### config.mk
export PLATFORM = sky130hd
export DESIGN_NAME = telemetry_frame_fmt_flat
export DESIGN_NICKNAME = d
export VERILOG_FILES = /design/src/rtl/telemetry_frame_fmt_pkg.sv /design/src/rtl/telemetry_frame_fmt_if.sv /design/src/rtl/telemetry_frame_fmt_bin2bcd.sv /design/src/rtl/telemetry_frame_fmt.sv /design/src/flat_wrapper.sv
export SDC_FILE = /design/constraint.sdc
export NUM_CORES = 1
export LEC_CHECK = 0
export BUFFER_PORTS_ARGS = -buffer_cell sky130_fd_sc_hd__buf_2
export CAP_MARGIN = 20
export CORE_MARGIN = 2
export CORE_UTILIZATION = 35
export DETAILED_ROUTE_END_ITERATION = 10
export GPL_TIMING_DRIVEN = 0
export SLEW_MARGIN = 20
export SYNTH_ARGS = -nofsm -noshare
export SYNTH_HDL_FRONTEND = slang
export SYNTH_HIERARCHICAL = 1
export SYNTH_SLANG_ARGS = --single-unit
### constraint.sdc
create_clock -name clk -period 2.3 [get_ports clk]
set_input_delay 0.23 -clock clk [delete_from_list [all_inputs] [get_ports clk]]
set_output_delay 0.23 -clock clk [all_outputs]
set_load 0.1 [all_outputs]
### src/rtl/telemetry_frame_fmt_pkg.sv
// Shared constants, state encoding and small helpers for the telemetry frame formatter.
package telemetry_pkg;

  localparam int FRAME_LEN = 15;

  localparam logic [7:0] ASC_H     = 8'h48;
  localparam logic [7:0] ASC_R     = 8'h52;
  localparam logic [7:0] ASC_S     = 8'h53;
  localparam logic [7:0] ASC_P     = 8'h50;
  localparam logic [7:0] ASC_COLON = 8'h3A;
  localparam logic [7:0] ASC_COMMA = 8'h2C;
  localparam logic [7:0] ASC_CR    = 8'h0D;
  localparam logic [7:0] ASC_LF    = 8'h0A;
  localparam logic [7:0] ASC_ZERO  = 8'h30;

  typedef enum logic [1:0] {
    IDLE    = 2'd0,
    CONVERT = 2'd1,
    SEND    = 2'd2
  } state_e;

  // Shift-add-3 correction applied to one BCD digit before each shift.
  function automatic logic [3:0] dd_adjust(input logic [3:0] d);
    logic [3:0] r;
    if (d >= 4'd5) begin
      r = d + 4'd3;
    end else begin
      r = d;
    end
    return r;
  endfunction

  function automatic logic [7:0] digit_ascii(input logic [3:0] d);
    return ASC_ZERO | {4'd0, d};
  endfunction

  // Byte idx of "HR:ddd,SP:ddd\r\n"; bcd vectors are {hundreds, tens, units}.
  function automatic logic [7:0] frame_byte(input logic [3:0]  idx,
                                            input logic [11:0] hr_bcd,
                                            input logic [11:0] sp_bcd);
    logic [7:0] b;
    case (idx)
      4'd0:    b = ASC_H;
      4'd1:    b = ASC_R;
      4'd2:    b = ASC_COLON;
      4'd3:    b = digit_ascii(hr_bcd[11:8]);
      4'd4:    b = digit_ascii(hr_bcd[7:4]);
      4'd5:    b = digit_ascii(hr_bcd[3:0]);
      4'd6:    b = ASC_COMMA;
      4'd7:    b = ASC_S;
      4'd8:    b = ASC_P;
      4'd9:    b = ASC_COLON;
      4'd10:   b = digit_ascii(sp_bcd[11:8]);
      4'd11:   b = digit_ascii(sp_bcd[7:4]);
      4'd12:   b = digit_ascii(sp_bcd[3:0]);
      4'd13:   b = ASC_CR;
      4'd14:   b = ASC_LF;
      default: b = 8'h00;
    endcase
    return b;
  endfunction

endpackage

### src/rtl/telemetry_frame_fmt_if.sv
// Byte-stream valid/ready link from the formatter to the UART transmitter.
interface telemetry_frame_fmt_if;
  logic [7:0] tx_data;
  logic       tx_valid;
  logic       tx_ready;

  modport master (output tx_data, output tx_valid, input tx_ready);
  modport slave  (input tx_data, input tx_valid, output tx_ready);
endinterface

### src/rtl/telemetry_frame_fmt_bin2bcd.sv
// Sequential 10-bit binary to 3-digit BCD converter (double dabble, 10 shift cycles).
module bin2bcd_seq
  import telemetry_pkg::*;
(
  input  logic       clk,
  input  logic       rst_n,
  input  logic       start,
  input  logic [9:0] bin,
  output logic [3:0] bcd2,
  output logic [3:0] bcd1,
  output logic [3:0] bcd0,
  output logic       done
);

  logic [21:0] shift_q, shift_d;
  logic [3:0]  cnt_q, cnt_d;
  logic        run_q, run_d;
  logic        done_q, done_d;
  logic [21:0] adj_s;

  // Next-state: load on start, otherwise adjust digits and shift while running.
  always_comb begin
    adj_s  = {dd_adjust(shift_q[21:18]), dd_adjust(shift_q[17:14]),
              dd_adjust(shift_q[13:10]), shift_q[9:0]};
    shift_d = shift_q;
    cnt_d   = cnt_q;
    run_d   = run_q;
    done_d  = 1'b0;
    if (start) begin
      shift_d = {12'd0, bin};
      cnt_d   = 4'd0;
      run_d   = 1'b1;
    end else if (run_q) begin
      shift_d = adj_s << 1;
      cnt_d   = cnt_q + 4'd1;
      if (cnt_q == 4'd9) begin
        run_d  = 1'b0;
        done_d = 1'b1;
      end else begin
        run_d  = 1'b1;
      end
    end else begin
      run_d = 1'b0;
    end
  end

  // Converter state registers.
  always_ff @(posedge clk or negedge rst_n) begin
    if (!rst_n) begin
      shift_q <= 22'd0;
      cnt_q   <= 4'd0;
      run_q   <= 1'b0;
      done_q  <= 1'b0;
    end else begin
      shift_q <= shift_d;
      cnt_q   <= cnt_d;
      run_q   <= run_d;
      done_q  <= done_d;
    end
  end

  assign bcd2 = shift_q[21:18];
  assign bcd1 = shift_q[17:14];
  assign bcd0 = shift_q[13:10];
  assign done = done_q;

endmodule

### src/rtl/telemetry_frame_fmt.sv
// Periodic/on-demand telemetry formatter: streams "HR:ddd,SP:ddd\r\n" to the UART TX.
module telemetry_frame_fmt
  import telemetry_pkg::*;
#(
  parameter int PERIOD_CYC = 100_000,
  parameter int HR_MAX     = 999,
  parameter int SPO2_MAX   = 100
) (
  input  logic                  clk,
  input  logic                  rst_n,
  input  logic [15:0]           data_heart_rate,
  input  logic [7:0]            data_spo2,
  input  logic                  send_now,
  telemetry_frame_fmt_if.master tx,
  output logic                  busy,
  output logic                  frame_done,
  output logic                  overrun
);

  localparam int               CNT_W    = (PERIOD_CYC > 1) ? $clog2(PERIOD_CYC) : 1;
  localparam logic [CNT_W-1:0] CNT_LAST = CNT_W'(PERIOD_CYC - 1);
  localparam logic [15:0]      HR_CEIL  = 16'(HR_MAX);
  localparam logic [7:0]       SP_CEIL  = 8'(SPO2_MAX);
  localparam logic [3:0]       LAST_IDX = 4'(FRAME_LEN - 1);

  logic [CNT_W-1:0] cnt_q;
  state_e           state_q, state_d;
  logic [3:0]       idx_q, idx_d;
  logic             pending_q, pending_d;
  logic             busy_q, tx_valid_q, frame_done_q, overrun_q;
  logic             frame_done_d, overrun_d;
  logic [7:0]       tx_data_q;

  logic             tick_s, req_s, conv_start_s, conv_done_s;
  logic             hr_done_s, sp_done_s;
  logic [9:0]       hr_sat_s, sp_sat_s;
  logic [11:0]      hr_bcd_s, sp_bcd_s;

  assign tick_s   = (cnt_q == CNT_LAST);
  assign req_s    = tick_s | send_now;
  assign hr_sat_s = (data_heart_rate > HR_CEIL) ? HR_CEIL[9:0] : data_heart_rate[9:0];
  assign sp_sat_s = {2'b00, (data_spo2 > SP_CEIL) ? SP_CEIL : data_spo2};

  // Free-running period counter, wraps to zero on tick.
  always_ff @(posedge clk or negedge rst_n) begin
    if (!rst_n) begin
      cnt_q <= '0;
    end else if (tick_s) begin
      cnt_q <= '0;
    end else begin
      cnt_q <= cnt_q + 1'b1;
    end
  end

  // The converters latch the saturated inputs on start, so they double as the frame snapshot.
  bin2bcd_seq u_hr_conv (
    .clk   (clk),
    .rst_n (rst_n),
    .start (conv_start_s),
    .bin   (hr_sat_s),
    .bcd2  (hr_bcd_s[11:8]),
    .bcd1  (hr_bcd_s[7:4]),
    .bcd0  (hr_bcd_s[3:0]),
    .done  (hr_done_s)
  );

  bin2bcd_seq u_sp_conv (
    .clk   (clk),
    .rst_n (rst_n),
    .start (conv_start_s),
    .bin   (sp_sat_s),
    .bcd2  (sp_bcd_s[11:8]),
    .bcd1  (sp_bcd_s[7:4]),
    .bcd0  (sp_bcd_s[3:0]),
    .done  (sp_done_s)
  );

  assign conv_done_s = hr_done_s & sp_done_s;

  // One-deep request queue: a second request while one is already pending is dropped.
  always_comb begin
    pending_d = pending_q;
    overrun_d = 1'b0;
    if (state_q == IDLE) begin
      pending_d = 1'b0;
    end else if (req_s) begin
      if (pending_q) begin
        overrun_d = 1'b1;
      end else begin
        pending_d = 1'b1;
      end
    end else begin
      pending_d = pending_q;
    end
  end

  // Frame sequencing: IDLE -> CONVERT (10 cycles) -> SEND (15 bytes) -> IDLE.
  always_comb begin
    state_d      = state_q;
    idx_d        = idx_q;
    conv_start_s = 1'b0;
    frame_done_d = 1'b0;
    case (state_q)
      IDLE: begin
        if (req_s | pending_q) begin
          state_d      = CONVERT;
          conv_start_s = 1'b1;
        end else begin
          state_d = IDLE;
        end
      end
      CONVERT: begin
        if (conv_done_s) begin
          state_d = SEND;
          idx_d   = 4'd0;
        end else begin
          state_d = CONVERT;
        end
      end
      SEND: begin
        if (tx_valid_q & tx.tx_ready) begin
          if (idx_q == LAST_IDX) begin
            state_d      = IDLE;
            idx_d        = 4'd0;
            frame_done_d = 1'b1;
          end else begin
            idx_d = idx_q + 4'd1;
          end
        end else begin
          idx_d = idx_q;
        end
      end
      default: begin
        state_d = IDLE;
        idx_d   = 4'd0;
      end
    endcase
  end

  // State and registered outputs; tx_data only changes on acceptance or state change.
  always_ff @(posedge clk or negedge rst_n) begin
    if (!rst_n) begin
      state_q      <= IDLE;
      idx_q        <= 4'd0;
      pending_q    <= 1'b0;
      busy_q       <= 1'b0;
      tx_valid_q   <= 1'b0;
      tx_data_q    <= 8'h00;
      frame_done_q <= 1'b0;
      overrun_q    <= 1'b0;
    end else begin
      state_q      <= state_d;
      idx_q        <= idx_d;
      pending_q    <= pending_d;
      busy_q       <= (state_d != IDLE);
      tx_valid_q   <= (state_d == SEND);
      tx_data_q    <= (state_d == SEND) ? frame_byte(idx_d, hr_bcd_s, sp_bcd_s) : 8'h00;
      frame_done_q <= frame_done_d;
      overrun_q    <= overrun_d;
    end
  end

  assign tx.tx_data  = tx_data_q;
  assign tx.tx_valid = tx_valid_q;
  assign busy        = busy_q;
  assign frame_done  = frame_done_q;
  assign overrun     = overrun_q;

endmodule

### src/flat_wrapper.sv
// flat-port wrapper written by rule: the top's interface ports become plain ports
module telemetry_frame_fmt_flat import telemetry_pkg::*;
#(
  parameter int PERIOD_CYC = 100_000,
  parameter int HR_MAX     = 999,
  parameter int SPO2_MAX   = 100
)
  (clk, rst_n, data_heart_rate, data_spo2, send_now, busy, frame_done, overrun, tx_tx_data, tx_tx_valid, tx_tx_ready);
  telemetry_frame_fmt_if tx_i ();
  input  logic clk;
  input  logic rst_n;
  input  logic [15:0] data_heart_rate;
  input  logic [7:0] data_spo2;
  input  logic send_now;
  output logic busy;
  output logic frame_done;
  output logic overrun;
  output wire logic [$bits(tx_i.tx_data)-1:0] tx_tx_data;
  output wire logic [$bits(tx_i.tx_valid)-1:0] tx_tx_valid;
  input wire logic [$bits(tx_i.tx_ready)-1:0] tx_tx_ready;
  assign tx_tx_data = tx_i.tx_data;
  assign tx_tx_valid = tx_i.tx_valid;
  assign tx_i.tx_ready = tx_tx_ready;
  telemetry_frame_fmt #(.PERIOD_CYC(PERIOD_CYC), .HR_MAX(HR_MAX), .SPO2_MAX(SPO2_MAX)) u_core (.clk(clk), .rst_n(rst_n), .data_heart_rate(data_heart_rate), .data_spo2(data_spo2), .send_now(send_now), .tx(tx_i), .busy(busy), .frame_done(frame_done), .overrun(overrun));
endmodule
==> metrics.md <==
| Metric | Value |
|---|---|
| Data required time of the worst path | `2.53 ns` |
| Io pins | `40` |
| Final Cycle Share | `between 90 and 100%` |
| Critical path fanouts, max | `8` |
| Post-synthesis cell count | `535` |
| Final min period | `2.22 ns` |
| Layout cells sized above 1 | `24.3%` |
| Worst Setup End Kind | `flip-flop` |
| Cell Chain, Critical Path | `inv_2 > ha_2 > nand3_2 > nand3_2 > and2_4 > buf_6 > mux2_4 > a2111oi_4 > nor4_2` |
| DRC marker count from the first detailed-route iteration | `310` |
| Per-cell routed wire length | `15.1 um` |
| Initial antenna violation count | `0` |
| Setup Skew | `0.00772 ns` |
| Placed cell area | `5610 um^2` |
| Leading cell type in the layout, fill and taps excluded | `dfrtp_1` |
| Post-synth EDFFs | `0` |
| Ys flop type | `dfrtp_1` |
| GRT Total Usage | `15.3%` |
| Cell area after synthesis | `roughly 5100 um^2` |
| # setup viols final | `0` |
| First-pass GRT wire length | `19.7 mm` |
| Layout filler cell count | `between 1000 and 1500` |
| Worst VDD drop | `between 0.3 and 0.4 mV` |
| Vias post-DR | `4214` |
| Layout Utilization | `a little over two fifths` |
| Status | `finished clean` |
| Footprint of the multi-input gates | `around 2700 um^2` |
| Async set or reset register ratio after synthesis | `100%` |
| CP max stage delay | `0.45 ns` |
| Final RePlAce weighted congestion | `slightly below 0.9` |
| YS warnings | `6` |
| Post-detail-place hpwl | `8.11 mm` |
| Num Clock Sinks | `91` |
| Htree depth | `3` |
| FF/Latch Area | `2280 um^2` |
| Crit path max-delay cell type | `dfrtp_2` |
| Critical Path Start Type | `flip-flop` |
| Yosys reg bits | `91` |
| CTS Buf Count | `9` |
| Syn_area_per_cell | `9.61 um^2` |
| Lkg Pwr | `2.73 nW` |
| First-pass detailed-route iteration total | `5` |
| Largest net degree at the start of global routing | `63` |
| Starting density of the core | `35.6%` |
| CTS tree | `yes` |
| Final Hold Viols | `0` |
| Worst skew pair latency | `0.35 ns` |
| Pins Over Slew Limit | `0` |
| Setup CP Type | `flip-flop to flip-flop` |
| Clock slew at reported path FFs | `0.07 ns` |
| Post-synth cell types | `73` |
| Row count | `between 40 and 50` |
| Core Area | `14400 um^2` |
| Remaining global-route overflow | `0` |
| Design Area, Final | `6140 um^2` |
| Hold/Removal Path Class | `input port to flip-flop` |
| Max-cap violation count | `0` |
| Die Y | `roughly 130 um` |
| Vias in the first global route | `4168` |
| Port bufs | `38` |
| Clock Path Buffers | `2` |
| P&R area growth vs syn | `19.5%` |
| Critical Path AT | `2.45 ns` |
| Commonest cells after routing, fill and taps aside | `dfrtp_1, nand2_1, buf_2, o21ai_0, nor2_1` |
| Power Density | `1030 nW/um^2` |
| # nets final | `647` |
| Fmax | `451 MHz` |
| Finished Layout Cells | `789` |
| Hold slack | `0.172 ns` |
| Sequential-to-total area share from yosys stat | `44.3%` |
| Crit path top cell by count | `nand3_2` |
| Post-route ant nets | `0` |
| Remaining DRCs | `0` |
| Drt total wl | `11.9 mm` |
| Die W | `125 um` |
| Unrepaired setup endpoints after global routing | `true` |
| Vias/cell | `5.34` |
| Clock Tree Root | `clkbuf_16` |
| Cell count after placement | `761` |
| Die area | `15700 um^2` |
| ANT cells | `0` |
worst max-delay path: cells and delay by family (launching register included):
family | cells | cell delay (ns)
and+or+nand+nor | 4 | 0.51
DFF | 1 | 0.45
AOI/OAI and AO/OA | 1 | 0.36
muxes | 1 | 0.32
buffers and inverters | 2 | 0.24
adders and majority gates | 1 | 0.21
per-stage QoR:
step / TNS, ns / setup slack [ns] / total power, W
after floorplan: 0 / 0.00632 / 0.00417
after global placement: -23.58 / -0.602 / 0.00464
after detailed placement: -26.48 / -0.659 / 0.00479
after CTS: 0 / 0.00837 / 0.00633
after global routing: -0.0541 / -0.0365 / 0.00678
final: 0 / 0.0817 / 0.00633
per-layer routing:
metal / routed length, um / share of wire, % / track usage [%]
met1: 5650 / 47 / 20.1
met2: 5500 / 46 / 24.6
met3: 452 / 3.8 / 2.57
met4: 295 / 2.5 / 7.25
met5: 0 / 0 / 0
kinds of logic after synthesis:
family	share of synthesized area [%]
multiplexers	4.62
other	0.0730
flip-flops	44.3
AO/OA/AOI/OAI	16.2
adder cells (fa/ha/maj)	4.63
buffers and inverters	5.33
XOR/XNOR	3.58
AND/OR/NAND/NOR	21.3
synth_stat cells (8+ instances only):
cell      number  area share [%]
or3_1         10             1.2
nor3_1         8            0.78
and2_1         8            0.97
or2_2          8            0.97
a31oi_1       10             1.2
nand3_1       25             2.4
nand4_1        9             1.1
inv_1         21             1.5
buf_2         12             1.2
nand2_1       52             3.8
nand2b_1      11             1.3
dfrtp_1       91              44
o21ai_0       39             3.8
mux2i_1       20             3.9
o21ai_1        9            0.88
ha_1          19             4.6
nor2_1        40             2.9
xor2_1        14             2.4
a21oi_1       16             1.6
final cells by class:
type	instances	area share, %
repair buffers	50	5.03
inverters	25	1.75
clock inverters	7	1.16
plain buffers	25	3.20
multi-input cells	397	44.2
clock buffers	9	3.67
repair inverters	1	0.122
flip-flops and latches	91	37.1
well taps	184	3.75
report_power, final:
group          switching [W]  internal, W
clock network       0.000702     0.000763
logic                0.00133      0.00105
registers           0.000456      0.00203
flip-flops by register name, summed over array words and instances (netlist names), 2 cells and up:
register / count
u_core/tx.tx_data: 7
u_core/u_sp_conv/cnt_q: 4
u_core/u_sp_conv/shift_q: 22
u_core/u_hr_conv/shift_q: 22
u_core/state_q: 2
u_core/u_hr_conv/cnt_q: 4
u_core/cnt_q: 17
u_core/idx_q: 4
worst paths after layout:
check,from,endpoint,slack (ns),cells past startpoint
worst max-delay path,u_core/idx_q[0],u_core/tx.tx_data[1],0.08,9
worst min-delay path,data_heart_rate[1],u_core/u_hr_conv/shift_q[1],0.17,4
worst max register to register,u_core/idx_q[0],u_core/tx.tx_data[1],0.08,9
worst min register to register,u_core/cnt_q[11],u_core/cnt_q[11],0.49,1
max in group asynchronous,rst_n,u_core/u_hr_conv/shift_q[11],1.39,3
min in group asynchronous,rst_n,u_core/cnt_q[14],0.31,2
what timing repair did:
action | CTS | global route
endpoints found under the setup margin | 59 | 55
cloned | 1 | 0
setup buffers | 6 | 4
pin swaps | 3 | 7
hold buffers | 1 | 0
resized for setup | 26 | 18
endpoints found under the hold margin | 29 | 0
No activity file was read; power rests on OpenSTA's default activity.
